<file path="src/rtl/block_serial_subtractor.sv">
// Multi-cycle subtractor: diff = a - b one BLOCK_LEN slice per clock, LSB slice first.
// Each slice uses carry-select between precomputed c=0 and c=1 chains of a + ~b.
module block_serial_subtractor #(
    parameter int unsigned BLOCK_LEN  = 4,
    parameter int unsigned NUM_BLOCKS = 4,
    localparam int unsigned WIDTH     = BLOCK_LEN * NUM_BLOCKS
) (
    input  logic             clk,
    input  logic             rst,
    input  logic             in_valid,
    output logic             in_ready,
    input  logic [WIDTH-1:0] a,
    input  logic [WIDTH-1:0] b,
    output logic             out_valid,
    input  logic             out_ready,
    output logic [WIDTH-1:0] diff,
    output logic             borrow_out,
    output logic             ovf,
    output logic             busy
);

    localparam int unsigned IdxW = (NUM_BLOCKS > 1) ? $clog2(NUM_BLOCKS) : 1;
    localparam int unsigned Msb  = WIDTH - 1;

    typedef enum logic [1:0] {
        StIdle,
        StRun,
        StDone
    } state_e;

    state_e              state_q, state_d;
    logic [WIDTH-1:0]    a_q, a_d;
    logic [WIDTH-1:0]    nb_q, nb_d;
    logic [WIDTH-1:0]    diff_q, diff_d;
    logic [IdxW-1:0]     idx_q, idx_d;
    logic                carry_q, carry_d;
    logic                borrow_q, borrow_d;
    logic                ovf_q, ovf_d;

    logic [BLOCK_LEN-1:0] a_sl, nb_sl, gen, prop, sum0, sum1, sel_sum;
    logic [BLOCK_LEN:0]   c0, c1;
    logic                 sel_cout;
    logic                 last_slice;

    // Both carry chains are evaluated every cycle; the registered inter-slice
    // carry only drives the final select, so no combinational path spans slices.
    always_comb begin
        a_sl  = a_q[idx_q * BLOCK_LEN +: BLOCK_LEN];
        nb_sl = nb_q[idx_q * BLOCK_LEN +: BLOCK_LEN];
        gen   = a_sl & nb_sl;
        prop  = a_sl | nb_sl;
        c0    = '0;
        c1    = '0;
        sum0  = '0;
        sum1  = '0;
        c0[0] = 1'b0;
        c1[0] = 1'b1;
        for (int i = 0; i < int'(BLOCK_LEN); i++) begin
            c0[i+1] = gen[i] | (prop[i] & c0[i]);
            c1[i+1] = gen[i] | (prop[i] & c1[i]);
            sum0[i] = a_sl[i] ^ nb_sl[i] ^ c0[i];
            sum1[i] = a_sl[i] ^ nb_sl[i] ^ c1[i];
        end
        sel_sum  = carry_q ? sum1 : sum0;
        sel_cout = carry_q ? c1[BLOCK_LEN] : c0[BLOCK_LEN];
    end

    assign last_slice = (idx_q == IdxW'(NUM_BLOCKS - 1));

    always_comb begin
        state_d  = state_q;
        a_d      = a_q;
        nb_d     = nb_q;
        diff_d   = diff_q;
        idx_d    = idx_q;
        carry_d  = carry_q;
        borrow_d = borrow_q;
        ovf_d    = ovf_q;
        unique case (state_q)
            StIdle: begin
                if (in_valid) begin
                    a_d     = a;
                    nb_d    = ~b;
                    carry_d = 1'b1;
                    idx_d   = '0;
                    state_d = StRun;
                end
            end
            StRun: begin
                diff_d[idx_q * BLOCK_LEN +: BLOCK_LEN] = sel_sum;
                carry_d = sel_cout;
                if (last_slice) begin
                    idx_d    = '0;
                    state_d  = StDone;
                    borrow_d = ~sel_cout;
                    // a and b differ in sign iff a[Msb] equals the stored ~b[Msb]
                    ovf_d    = (a_q[Msb] == nb_q[Msb]) & (sel_sum[BLOCK_LEN-1] != a_q[Msb]);
                end else begin
                    idx_d = idx_q + IdxW'(1);
                end
            end
            StDone: begin
                if (out_ready) begin
                    state_d = StIdle;
                end
            end
            default: state_d = StIdle;
        endcase
    end

    always_ff @(posedge clk) begin
        if (rst) begin
            state_q  <= StIdle;
            a_q      <= '0;
            nb_q     <= '0;
            diff_q   <= '0;
            idx_q    <= '0;
            carry_q  <= 1'b1;
            borrow_q <= 1'b0;
            ovf_q    <= 1'b0;
        end else begin
            state_q  <= state_d;
            a_q      <= a_d;
            nb_q     <= nb_d;
            diff_q   <= diff_d;
            idx_q    <= idx_d;
            carry_q  <= carry_d;
            borrow_q <= borrow_d;
            ovf_q    <= ovf_d;
        end
    end

    assign in_ready   = (state_q == StIdle);
    assign out_valid  = (state_q == StDone);
    assign busy       = (state_q != StIdle);
    assign diff       = diff_q;
    assign borrow_out = borrow_q;
    assign ovf        = ovf_q;

endmodule
</file>
<file path="config.mk">
export PLATFORM = sky130hd
export DESIGN_NAME = block_serial_subtractor
export DESIGN_NICKNAME = d
export VERILOG_FILES = /design/src/rtl/block_serial_subtractor.sv
export SDC_FILE = /design/constraint.sdc
export NUM_CORES = 1
export LEC_CHECK = 0
export ABC_AREA = 1
export BUFFER_PORTS_ARGS = -buffer_cell sky130_fd_sc_hd__buf_2
export CAP_MARGIN = 20
export CORE_ASPECT_RATIO = 1.75
export CORE_MARGIN = 2
export CORE_UTILIZATION = 53
export DETAILED_ROUTE_END_ITERATION = 8
export GPL_ROUTABILITY_DRIVEN = 0
export PLACE_DENSITY = 0.77
export SLEW_MARGIN = 40
export SYNTH_ARGS = -nofsm -noshare
export SYNTH_HDL_FRONTEND = slang
export SYNTH_SLANG_ARGS = --single-unit
</file>
<file path="constraint.sdc">
create_clock -name clk -period 3.85 [get_ports clk]
set_input_delay 0.5775 -clock clk [delete_from_list [all_inputs] [get_ports clk]]
set_output_delay 0.5775 -clock clk [all_outputs]
set_load 0.02 [all_outputs]
</file>
==> results.md <==
- The post-synthesis sequential element count is 55.
- The arrival time reported for the critical path endpoint is around 3.3 ns.
- Setup total negative slack on the finished layout was measured at 0 ns.
- The critical path starts at idx_q[1].
- In this run, post-CTS hold repair placed 0 buffers.
- Wires add up to about 5200 microns.
- Once the clock tree was built, the resizer swapped 0 gates to a different size.
- The floorplan step defined a core boundary enclosing between 0.004 and 0.005 sq mm.
- Data on the critical path is required at its endpoint by about 4.0 ns.
- For this configuration, the core starts out at a cell density of 0.540.
- The power density over the cells is 433 mW/mm^2.
- The detailed-router iteration count before antenna repair is 4.
- The cell area reported after detailed placement is between 0.002 and 0.003 sq mm.
- The number of antenna-violating nets in the routed design is 0.
- The count of unique library cells instantiated by Yosys is 27.
- The number of nets in the layout is ~430.
- Buffers inserted during clock tree synthesis total 5.
- The post-detailed-route DRC marker count is 0.
- The via count of the first global-routing pass is around 2,000.
- Of all nets on the critical path, the largest fanout is 11.
- The start point of the worst min-delay path is b[12].
- Counting every instance in the synthesized netlist gives between 300 and 400.
- The worst slew margin relative to its limit is 0.561.
- The HPWL after detailed placement is ~4000 microns.
- Yosys mapped a number of flops with a built-in enable equal to 0.
- Across the run, the number of max-cap violations was 0.
- The layout overhead on the synthesized area is 14.6%.
- The maximum frequency from static timing analysis is 323 MHz.
- Clock latency on the worst-skew pair, taken at its later pin, is between 0.3 and 0.4 ns.
- The worst setup path is of the flip-flop to flip-flop kind.
- In the finished design, the share of the clock period the worst path needs comes to 0.805.
- The clock tree from TritonCTS is done.
- The initial antenna violation count is 0.
- The number of top-level pins is 57.
- The total number of vias is 2,206.
- The share of synthesized area in the top cell type comes to 0.441.
- Counting flops with an async set or reset pin after synthesis yields a share of 0.
- The maximum resistive drop on vdd is roughly 0.31 mV.
- The clock tree skew after final layout is around 0.0096 ns.
- The number of nets in the synthesized netlist is between 300 and 400.
- The path class of the lowest-slack min-delay path is primary input to flip-flop.
- The initial DRC count is ~70.
- Setup violations remaining at the end of the flow were counted as 0.
- The run finished with clean final reports.
- The sum of overflow across all layers after global routing is 0.
- After routing the design area is ~0.0029 sq mm.
- The post-synthesis cell type with the largest combined area is sky130_fd_sc_hd__dfxtp_1.
- Clock tree synthesis selected as its root buffer the cell sky130_fd_sc_hd__clkbuf_8.
- The die footprint is roughly 0.0053 sq mm.
- Setup repair after global routing left no endpoint under its margin.
- The share of the Yosys chip area taken by registers is 0.441.
- During synthesis, Yosys emitted a total of 0 warnings.
- The H-tree generated during clock tree synthesis spans 2 levels.
- The final number of max-transition violations was 0.
- After detailed routing, the average wire length per cell comes to between 10 and 15 microns.
- The startpoint identified for the worst register-to-register timing path is idx_q[1].
- The mean number of vias per cell is about 5.1.
- After floorplanning, the core was divided into 33 placement rows.
- The total setup buffers inserted after CTS is 0.
- The actual slew at the worst max-slew pin is 0.658 ns.
- CTS saw 55 sinks.
- The overall global routing resource usage is 0.211.
- The mapped cell area is 0.00250 sq mm.
- The endpoint type of the worst setup path is a flip-flop.
- Sorting the synthesized cells by area gives the leading types as sky130_fd_sc_hd__dfxtp_1 44%, sky130_fd_sc_hd__nor2_1 8.3%, sky130_fd_sc_hd__nand2_1 8.1%, sky130_fd_sc_hd__a21oi_1 7.4%, sky130_fd_sc_hd__o21ai_0 7.0%.
- From bottom edge to top edge, the die measures about 95 microns.
- Counting along the longest clock path gives a buffer depth of 2.
- The most used flip-flop cell after synthesis is sky130_fd_sc_hd__dfxtp_1.
- The mean area per synthesized cell is 7.59 sq um.
- The overall die width is between 50 and 60 microns.
- Fill cells in the final layout number roughly 460.
- The leakage dissipation is about 1.3 nW.
- The final hold violation count is 0.
- The largest net degree at the start of global routing is 49.
- Input and output buffers added on the ports amount to 56.
- The first global-routing pass estimated 8830 microns of wire.
- STA classifies the critical path startpoint as a flip-flop.
- After clock tree synthesis, the clock-pin slew on the worst setup and hold paths is 0.09 ns.
- The final critical delay including setup and external delays is around 3.1 ns.
- The ratio of cells with drive above 1 in the final layout is 0.198.
- The number of antenna diodes in the final layout is 0.
state kept, by name (all words and copies together), names as in the netlist:
name	cells
a_q	16
borrow_out	1
carry_q	1
diff	16
idx_q	2
nb_q	16
ovf	1
state_q	2
worst max-delay path, stage by stage, from the launching register on:
cell	delay (ns)
sky130_fd_sc_hd__dfxtp_1	0.35
sky130_fd_sc_hd__clkinv_1	0.27
sky130_fd_sc_hd__nand3_1	0.17
sky130_fd_sc_hd__and2_1	0.16
sky130_fd_sc_hd__inv_1	0.05
sky130_fd_sc_hd__ha_1	0.18
sky130_fd_sc_hd__nand2_1	0.05
sky130_fd_sc_hd__o21ai_0	0.10
sky130_fd_sc_hd__fa_1	0.41
sky130_fd_sc_hd__fa_1	0.37
sky130_fd_sc_hd__inv_1	0.07
sky130_fd_sc_hd__fa_1	0.45
sky130_fd_sc_hd__a21oi_1	0.17
sky130_fd_sc_hd__nor2_1	0.06
sky130_fd_sc_hd__nand2_1	0.06
sky130_fd_sc_hd__a21oi_1	0.05
area by class of cell:
cell class              instances  area (sq um)  area share
repair buffers                 59           303       0.106
inverters                      24          95.1      0.0332
flip-flops and latches         55          1100       0.385
clock inverters                 1          30.0      0.0105
multi-input cells             233          1200       0.418
clock buffers                   6          72.6      0.0253
well taps                      52          65.1      0.0227
routing by layer:
metal | GRT usage | routed length, microns | vias to the layer above | part of all wire
met1 | 0.217 | 1950 | 968 | 0.38
li1 | - | - | 1168 | -
met5 | 0 | 0 | - | 0
met4 | 0.109 | 191 | 0 | 0.037
met2 | 0.404 | 2870 | 55 | 0.55
met3 | 0.0315 | 189 | 15 | 0.036
cells in the mapped netlist, types with 3 or more instances:
cell	number
sky130_fd_sc_hd__nor2_1	55
sky130_fd_sc_hd__buf_6	4
sky130_fd_sc_hd__buf_2	6
sky130_fd_sc_hd__o21ai_1	12
sky130_fd_sc_hd__o21ai_0	35
sky130_fd_sc_hd__dfxtp_1	55
sky130_fd_sc_hd__fa_1	3
sky130_fd_sc_hd__a21oi_1	37
sky130_fd_sc_hd__o22a_1	4
sky130_fd_sc_hd__ha_1	8
sky130_fd_sc_hd__nand3_1	8
sky130_fd_sc_hd__nand2_1	54
sky130_fd_sc_hd__inv_1	20
sky130_fd_sc_hd__clkbuf_1	6
sky130_fd_sc_hd__o22ai_1	3
sky130_fd_sc_hd__nor2_4	3
worst paths after layout:
check	end	slack, ns	depth (start not counted)
setup / recovery	ovf	0.75	15
hold / removal	nb_q[12]	0.44	2
setup reg to reg	ovf	0.75	15
hold reg to reg	diff[11]	0.46	2
metrics by stage:
step	total power [W]	instances	setup WS, ns	hold WS [ns]	utilization
after floorplan	0.000825	329	0.853	0.450	-
after global placement	0.000883	423	0.892	0.448	0.597
after detailed placement	0.000891	423	0.771	0.451	0.597
after CTS	0.00125	430	0.742	0.426	0.619
after global routing	0.00130	430	0.429	0.430	0.619
final	0.00124	430	0.750	0.435	0.619
report_power, final:
part	leakage [nW]	switching (W)	internal (W)
registers	0.452	0.0000220	0.000605
logic	0.812	0.000155	0.0000954
clock network	0.0513	0.000171	0.000191
total	1.31	0.000348	0.000891
cells in the final DEF (no fill, tap or decap), drive strengths merged:
master  instances
nor3            2
nor2           58
nand4           1
dfxtp          55
clkbuf          6
nand3b          1
o21ai          47
o21a            1
nand2          58
inv            23
a21oi          37
nand3           8
ha              8
fa              3
and2            2
o22ai           3
buf            59
o22a            4
clkinv          1
bufinv          1
cells by family (layout without fill, tap and decap cells):
group / count (synthesis) / in the layout / share of synthesized area
flops: 55 / 55 / 0.441
fa+ha+maj: 11 / 11 / 0.0641
simple gates: 130 / 130 / 0.222
buf+inv: 41 / 90 / 0.0802
compound gates: 92 / 92 / 0.193
Note: power is estimated with default switching activity, not from simulation.
